==> config.mk <==
export PLATFORM = sky130hd
export DESIGN_NAME = sum_controller
export DESIGN_NICKNAME = d
export VERILOG_FILES = /design/src/rtl/sum_controller_pkg.sv /design/src/rtl/sum_controller_rom.sv /design/src/rtl/sum_controller.sv
export SDC_FILE = /design/constraint.sdc
export NUM_CORES = 1
export LEC_CHECK = 0
export ABC_AREA = 1
export CAP_MARGIN = 20
export CORE_AREA = 5 5 42 44
export CTS_CLUSTER_SIZE = 28
export DETAILED_ROUTE_END_ITERATION = 8
export DIE_AREA = 0 0 47 49
export PLACE_DENSITY = 0.59
export SLEW_MARGIN = 30
export SYNTH_ARGS = -nofsm -noshare
export SYNTH_HDL_FRONTEND = slang
export SYNTH_SLANG_ARGS = --single-unit
==> constraint.sdc <==
create_clock -name clock -period 1.5 [get_ports clock]
set_clock_uncertainty 0.15 [all_clocks]
set_input_delay 0.3 -clock clock [delete_from_list [all_inputs] [get_ports clock]]
set_output_delay 0.3 -clock clock [all_outputs]
set_load 0.1 [all_outputs]
==> src/rtl/sum_controller_pkg.sv <==
// Shared definitions for the sum_controller FSM: state codes, ALU/shifter opcodes,
// default register-file addresses and the packed control-word layout.
package sum_controller_pkg;

  typedef enum logic [2:0] {
    S_IDLE  = 3'd0,
    S_INPUT = 3'd1,
    S_CLEAR = 3'd2,
    S_TEST  = 3'd3,
    S_ADD   = 3'd4,
    S_DEC   = 3'd5,
    S_OUT   = 3'd6
  } state_e;

  localparam logic [2:0] ALU_PASSA = 3'b000;
  localparam logic [2:0] ALU_ADD   = 3'b100;
  localparam logic [2:0] ALU_SUB   = 3'b101;
  localparam logic [2:0] ALU_DEC   = 3'b111;

  localparam logic [1:0] SH_PASS = 2'b00;

  localparam logic [1:0] SUM_ADDR_DEFAULT = 2'b00;
  localparam logic [1:0] N_ADDR_DEFAULT   = 2'b01;

  // Field order matches the data_path control word {IE,WE,WA,RAE,RAA,RBE,RBA,ALU,SH,OE}.
  typedef struct packed {
    logic       ie;
    logic       we;
    logic [1:0] wa;
    logic       rae;
    logic [1:0] raa;
    logic       rbe;
    logic [1:0] rba;
    logic [2:0] alu;
    logic [1:0] sh;
    logic       oe;
  } ctrl_word_t;

endpackage

==> src/rtl/sum_controller_rom.sv <==
// Combinational map from FSM state code to the 16-bit data_path control word.
// Unused state codes decode to an all-zero word.
module sum_controller_rom
  import sum_controller_pkg::*;
#(
  parameter logic [1:0] SUM_ADDR = SUM_ADDR_DEFAULT,
  parameter logic [1:0] N_ADDR   = N_ADDR_DEFAULT
) (
  input  state_e     state_i,
  output ctrl_word_t ctrl_o
);

  always_comb begin
    // NOTE: every field gets a default before the case so no path leaves a latch.
    ctrl_o    = '0;
    ctrl_o.sh = SH_PASS;
    case (state_i)
      S_INPUT: begin
        ctrl_o.ie = 1'b1;
        ctrl_o.we = 1'b1;
        ctrl_o.wa = N_ADDR;
      end
      S_CLEAR: begin
        // sum <- sum - sum zeroes the accumulator without a dedicated clear path.
        ctrl_o.we  = 1'b1;
        ctrl_o.wa  = SUM_ADDR;
        ctrl_o.rae = 1'b1;
        ctrl_o.raa = SUM_ADDR;
        ctrl_o.rbe = 1'b1;
        ctrl_o.rba = SUM_ADDR;
        ctrl_o.alu = ALU_SUB;
      end
      S_TEST: begin
        ctrl_o.rae = 1'b1;
        ctrl_o.raa = N_ADDR;
        ctrl_o.alu = ALU_PASSA;
      end
      S_ADD: begin
        ctrl_o.we  = 1'b1;
        ctrl_o.wa  = SUM_ADDR;
        ctrl_o.rae = 1'b1;
        ctrl_o.raa = SUM_ADDR;
        ctrl_o.rbe = 1'b1;
        ctrl_o.rba = N_ADDR;
        ctrl_o.alu = ALU_ADD;
      end
      S_DEC: begin
        ctrl_o.we  = 1'b1;
        ctrl_o.wa  = N_ADDR;
        ctrl_o.rae = 1'b1;
        ctrl_o.raa = N_ADDR;
        ctrl_o.alu = ALU_DEC;
      end
      S_OUT: begin
        ctrl_o.rae = 1'b1;
        ctrl_o.raa = SUM_ADDR;
        ctrl_o.alu = ALU_PASSA;
        ctrl_o.oe  = 1'b1;
      end
      default: ctrl_o = '0;
    endcase
  end

endmodule

==> src/rtl/sum_controller.sv <==
// Moore FSM sequencing the data_path to compute n + (n-1) + ... + 1 (mod 256).
// Optional SUM_ITER_COUNT_EN adds a saturating iter_count of ADD cycles.
module sum_controller
  import sum_controller_pkg::*;
#(
  parameter logic [1:0] SUM_ADDR = SUM_ADDR_DEFAULT,
  parameter logic [1:0] N_ADDR   = N_ADDR_DEFAULT
) (
  input  logic       clock,
  input  logic       reset,
  input  logic       start,
  input  logic       n_is_0,
  output logic       IE,
  output logic       WE,
  output logic [1:0] WA,
  output logic       RAE,
  output logic [1:0] RAA,
  output logic       RBE,
  output logic [1:0] RBA,
  output logic [2:0] ALU,
  output logic [1:0] SH,
  output logic       OE,
  output logic       busy,
  output logic       done
`ifdef SUM_ITER_COUNT_EN
  ,
  output logic [7:0] iter_count
`endif
);

  state_e     state_q, state_d;
  ctrl_word_t ctrl;

  always_ff @(posedge clock) begin
    // NOTE: sequential state uses non-blocking assignment so all registers update together.
    if (reset) state_q <= S_IDLE;
    else       state_q <= state_d;
  end

  always_comb begin
    state_d = state_q;
    case (state_q)
      S_IDLE:  if (start) state_d = S_INPUT;
      S_INPUT: state_d = S_CLEAR;
      S_CLEAR: state_d = S_TEST;
      S_TEST:  state_d = n_is_0 ? S_OUT : S_ADD;
      S_ADD:   state_d = S_DEC;
      S_DEC:   state_d = S_TEST;
      // Holding start in OUT keeps the result; a new request needs a pass through IDLE.
      S_OUT:   if (!start) state_d = S_IDLE;
      default: state_d = S_IDLE;
    endcase
  end

  sum_controller_rom #(
    .SUM_ADDR(SUM_ADDR),
    .N_ADDR  (N_ADDR)
  ) u_rom (
    .state_i(state_q),
    .ctrl_o (ctrl)
  );

  assign {IE, WE, WA, RAE, RAA, RBE, RBA, ALU, SH, OE} = ctrl;
  assign busy = (state_q != S_IDLE);
  assign done = (state_q == S_OUT);

`ifdef SUM_ITER_COUNT_EN
  logic [7:0] iter_q, iter_d;

  always_comb begin
    iter_d = iter_q;
    if (state_q == S_INPUT)                     iter_d = 8'd0;
    else if (state_q == S_ADD && iter_q != 8'hFF) iter_d = iter_q + 8'd1;
  end

  always_ff @(posedge clock) begin
    if (reset) iter_q <= 8'd0;
    else       iter_q <= iter_d;
  end

  assign iter_count = iter_q;
`endif

endmodule

# == After elaboration in Yosys (flattened, before gate mapping) ==
# Index checks and enable logic that the tools add are counted.
# classes
n_eq_ne,8
n_mux,10
n_reduce_logical,8
# ops
op,count
3-bit one-hot mux with 2 select lines,3
3-bit one-hot mux with 6 select lines,1
"3-bit equality test, second input constant",3
3-bit one-hot mux with 3 select lines,1
2-bit OR reduction,4
"3-bit by 2-bit equality test with 1-bit output, second input constant",2
3-bit 2-to-1 mux,2
"2-bit != test, second input constant",2
"3-bit by 1-bit equality test with 1-bit output, second input constant",1
3-bit logical NOT,1
3-bit nonzero test,1
3-bit OR reduction,1
1-bit 2-to-1 mux,2
2-bit 2-to-1 mux,1
2-bit AND reduction,1
# word_totals
regBits,3
inputBits,4
out_inout_bits,18
elab_cells,27

# == Depth between registers and ports, before layout ==
# logic_depth
depth_word,3
mapped_depth,6
ltp_nobuf,6

# == Cells and area by module ==
# Synthesis repeated with hierarchy kept, for this count alone.
# unflattened
cells_unflattened,54
area_unflattened_um2,292.8
# by_module_without_submodules
module,n_inst,cells_each,area_each_um2
sum_controller,1,26,161.4
sum_controller_rom,1,28,131.4

# == Least setup slack after synthesis ==
# OpenSTA, ideal clock, no wires.
# synth_timing
path_type,reg-to-output
start,register state_q[1]
end,output done
t_arrival_ns,3.178
t_required_ns,1.050
path_slack_ns,-2.128
path_stages_with_launch,4
n_path_buf,1
cell_sequence,dfxtp_1 inv_2 nor3_1 buf_4
# synth_via
elab_chain_cells,1
# synth_rtl
item,line,rtl
start: declaration,sum_controller.sv:31,"state_e state_q, state_d;"
start signal: assignment,sum_controller.sv:37,else state_q <= state_d;
3-bit equality test,sum_controller.sv:65,assign done = (state_q == S_OUT);
end: declaration,sum_controller.sv:24,output logic done
# Every way passes these cells.

# == Worst setup path in the final report ==
# layout_timing
start,register state_q[0]
end,output RAE
# layout_via
elab_chain_cells,3
elab_cells_between_ends,8
cone_classes,eq/ne (5); mux (1); reduce/logical (2)
# layout_rtl
item,line,rtl
3-bit equality test or 3-bit by 2-bit equality test with 1-bit output (tied branches),sum_controller_rom.sv:17,case (state_i)
3-bit OR reduction (no source line) or 2-bit OR reduction (tied branches),-,
3-bit one-hot mux with 2 select lines (*),sum_controller_rom.sv:17,
end: declaration,sum_controller.sv:16,"output logic RAE,"
# Every way passes the cells marked *; elsewhere a longest branch is shown, timed or not.

==> results.yml <==
logic_synthesis:
  synthMuxAreaShare_pct: 0
  synth_edf_count: 0
  ys.flop_type: "dfxtp_1"
  synth_seq_cells: 3
  netlist_area_sq_um: 295
  synth.avg_cell_area_sq_um: 6.03
  synth_fa_ha_area_share_pct: 0
  synth_seq_area_share_pct: 20.3
  yosys_warnings: 0
  ys_async_sr_fraction_pct: 0
  synthSimpleGateAreaFrac_pct: 39.0
  synth_xor_area_share_pct: 0
  synth_top_family_by_area: "simple AND/OR/NAND/NOR gates"
  synth-compound-area-share_pct: 7.63
  ys_types: 18
  postSynthCellCount: 49
place:
  io_buffers: 16
  place.gp.congestion: 0.770
  placed_cell_area_sq_um: 733
  dp_hpwl_microns: 726
global_route:
  grt_overflow: 0
  grt_start_max_net_pins: 6
  track_usage_pct: 9.44
  antenna_found_initial: 0
  grt_pass1_vias: 388
  grt_first_pass_wirelength_microns: 1580
power:
  power_density_nw_per_um2: 1700
  leakagePower_nw: 0.404
  ir_drop_v: 0.000676
drt:
  via_count: 403
  vias_per_cell: 4.24
  drt_iter0_drc: 6
  routedWlPerCell_microns: 10.9
  ant_nets: 0
  drt_wl_total_microns: 1040
  dr.pass1.iters: 2
  drt_drc_violations_left: 0
critical_path:
  crit_path_start_kind: "flop"
  crit_slowest_cell: "dfxtp_4"
  crit_type: "flop to output pin"
  max_stage_delay_ns: 0.36
  critPathRequiredTime_ns: 1.05
  critical_path.max_fanout: 5
  crit_top_cell: "buf_6"
  critPathArrivalTime_ns: 1.22
  end_kind: "output pin"
  path_cells: "buf_6 -> nand2_4 -> inv_2 -> buf_6 -> o21bai_4 -> buf_12"
layout:
  largest_reg_flops: 3
  regArea_sq_um: 71.3
  syn_to_final_growth_pct: 192
  antennaDiodeCount: 0
  final_cell_mix: "13 x buf_12, 8 x buf_6, 5 x nand2_4, 5 x conb_1, 5 x buf_4"
  reg_top3: "state_q: 3 flops"
  fillers: 112
  drive_gt1_share_pct: 68.4
  regMostFlops: "state_q"
  final_area_sq_um: 863
  final_common_cell: "buf_12"
  multi_input_area_sq_um: 274
  finalNetCount: 84
sta:
  hold_viol: 0
  maxSlewViolCount: 0
  layout_setup_ws_ns: -0.174
  finalSetupViolCount: 13
  holdWs_ns: 0.492
  rsz0062_at_grt: "yes"
  finalCriticalPeriod_ns: 1.67
  fmax_mhz: 597
  finalCritPeriodShare_pct: 112
clocking:
  clk_path_buf_depth: 2
  cts_made_buffers: 3
  clk_pin_slew_ns: 0.04
  clock-root-buffer: "clkbuf_4"
  cts_tree: "done"
  cts_sinks: 3
  htreeDepth: 1
  clock_latency_ns: 0.23
  cts_hold_buf: 0
floorplanning:
  row_count: 14
  die_h_microns: 49
  die_x_microns: 47
  start_util_pct: 21.1
  die-area_sq_um: 2300
  ios: 22
  core_area_sq_um: 1400
worst_hold_path:
  min_path_type: "flop to flop"
status:
  violations: "setup timing"
  status: "complete, but fails checks"
flow_run:
  drv_cap: 0
[Yosys cell counts, types with 2 or more instances]
master	count	share of area (%)
dfxtp_1	3	20
inv_1	8	10
nor2_1	5	6.4
buf_4	6	15
nand3_2	2	6.8
nand2_1	10	13
inv_2	2	2.5
nand3_1	3	5.1
[path summary, 6_finish.rpt]
| kind | startpoint | end | slack, ns | cells after the start |
|---|---|---|---|---|
| max | state_q[0] | RAE | -0.17 | 6 |
| min | state_q[1] | state_q[1] | 0.49 | 4 |
| max reg2reg | state_q[0] | state_q[0] | 0.29 | 5 |
| min reg2reg | state_q[1] | state_q[1] | 0.49 | 4 |
[where the power goes]
part           internal (mW)  switching [mW]  total, mW
clock network         0.0997          0.0412      0.141
logic                  0.418           0.772       1.19
registers              0.100          0.0359      0.136
[cell families (layout without fill, tap and decap cells)]
family | count (synthesis) | after routing
and+or+nand+nor | 24 | 24
DFF | 3 | 3
buffers and inverters | 17 | 43
other | 1 | 5
AOI/OAI and AO/OA | 4 | 4
[per-stage QoR]
stage	setup TNS, ns	utilization [%]	setup WS [ns]	power [mW]	cells
6_report	-1.75	61.6	-0.174	1.47	95
5_1_grt	-2.37	61.6	-0.231	1.53	95
4_1_cts	-1.86	57.1	-0.203	1.42	93
3_5_place_dp	0	52.3	0.00409	1.24	88
3_3_place_gp	0	52.3	0.00213	1.23	88
2_1_floorplan	-1.37	-	-0.494	0.872	53
[critical path: cells and delay by family, from the launching register on]
kind	cells	cell delay, ns
AOI/OAI and AO/OA	1	0.12
buffers and inverters	4	0.46
DFF	1	0.36
and+or+nand+nor	1	0.05
[area by class of cell]
class / count / area share (%)
Clock buffer: 4 / 3.04
Inverter: 10 / 6.23
Multi-Input combinational cell: 33 / 31.7
Sequential cell: 3 / 8.26
Tap cell: 16 / 2.32
Timing Repair Buffer: 29 / 48.4
[routing by layer]
metal / GRT usage [%] / share of wire, %
met5: 0 / 0
met4: 6.91 / 1.6
met3: 2.21 / 7.6
met2: 15.4 / 58
met1: 9.91 / 33
[repair_timing]
item,in CTS,in global routing
setup buffers,1,2
endpoints found under the setup margin,13,13
gates resized for setup,11,11
pin swaps,2,5
Power figures use the tool's default switching activity.
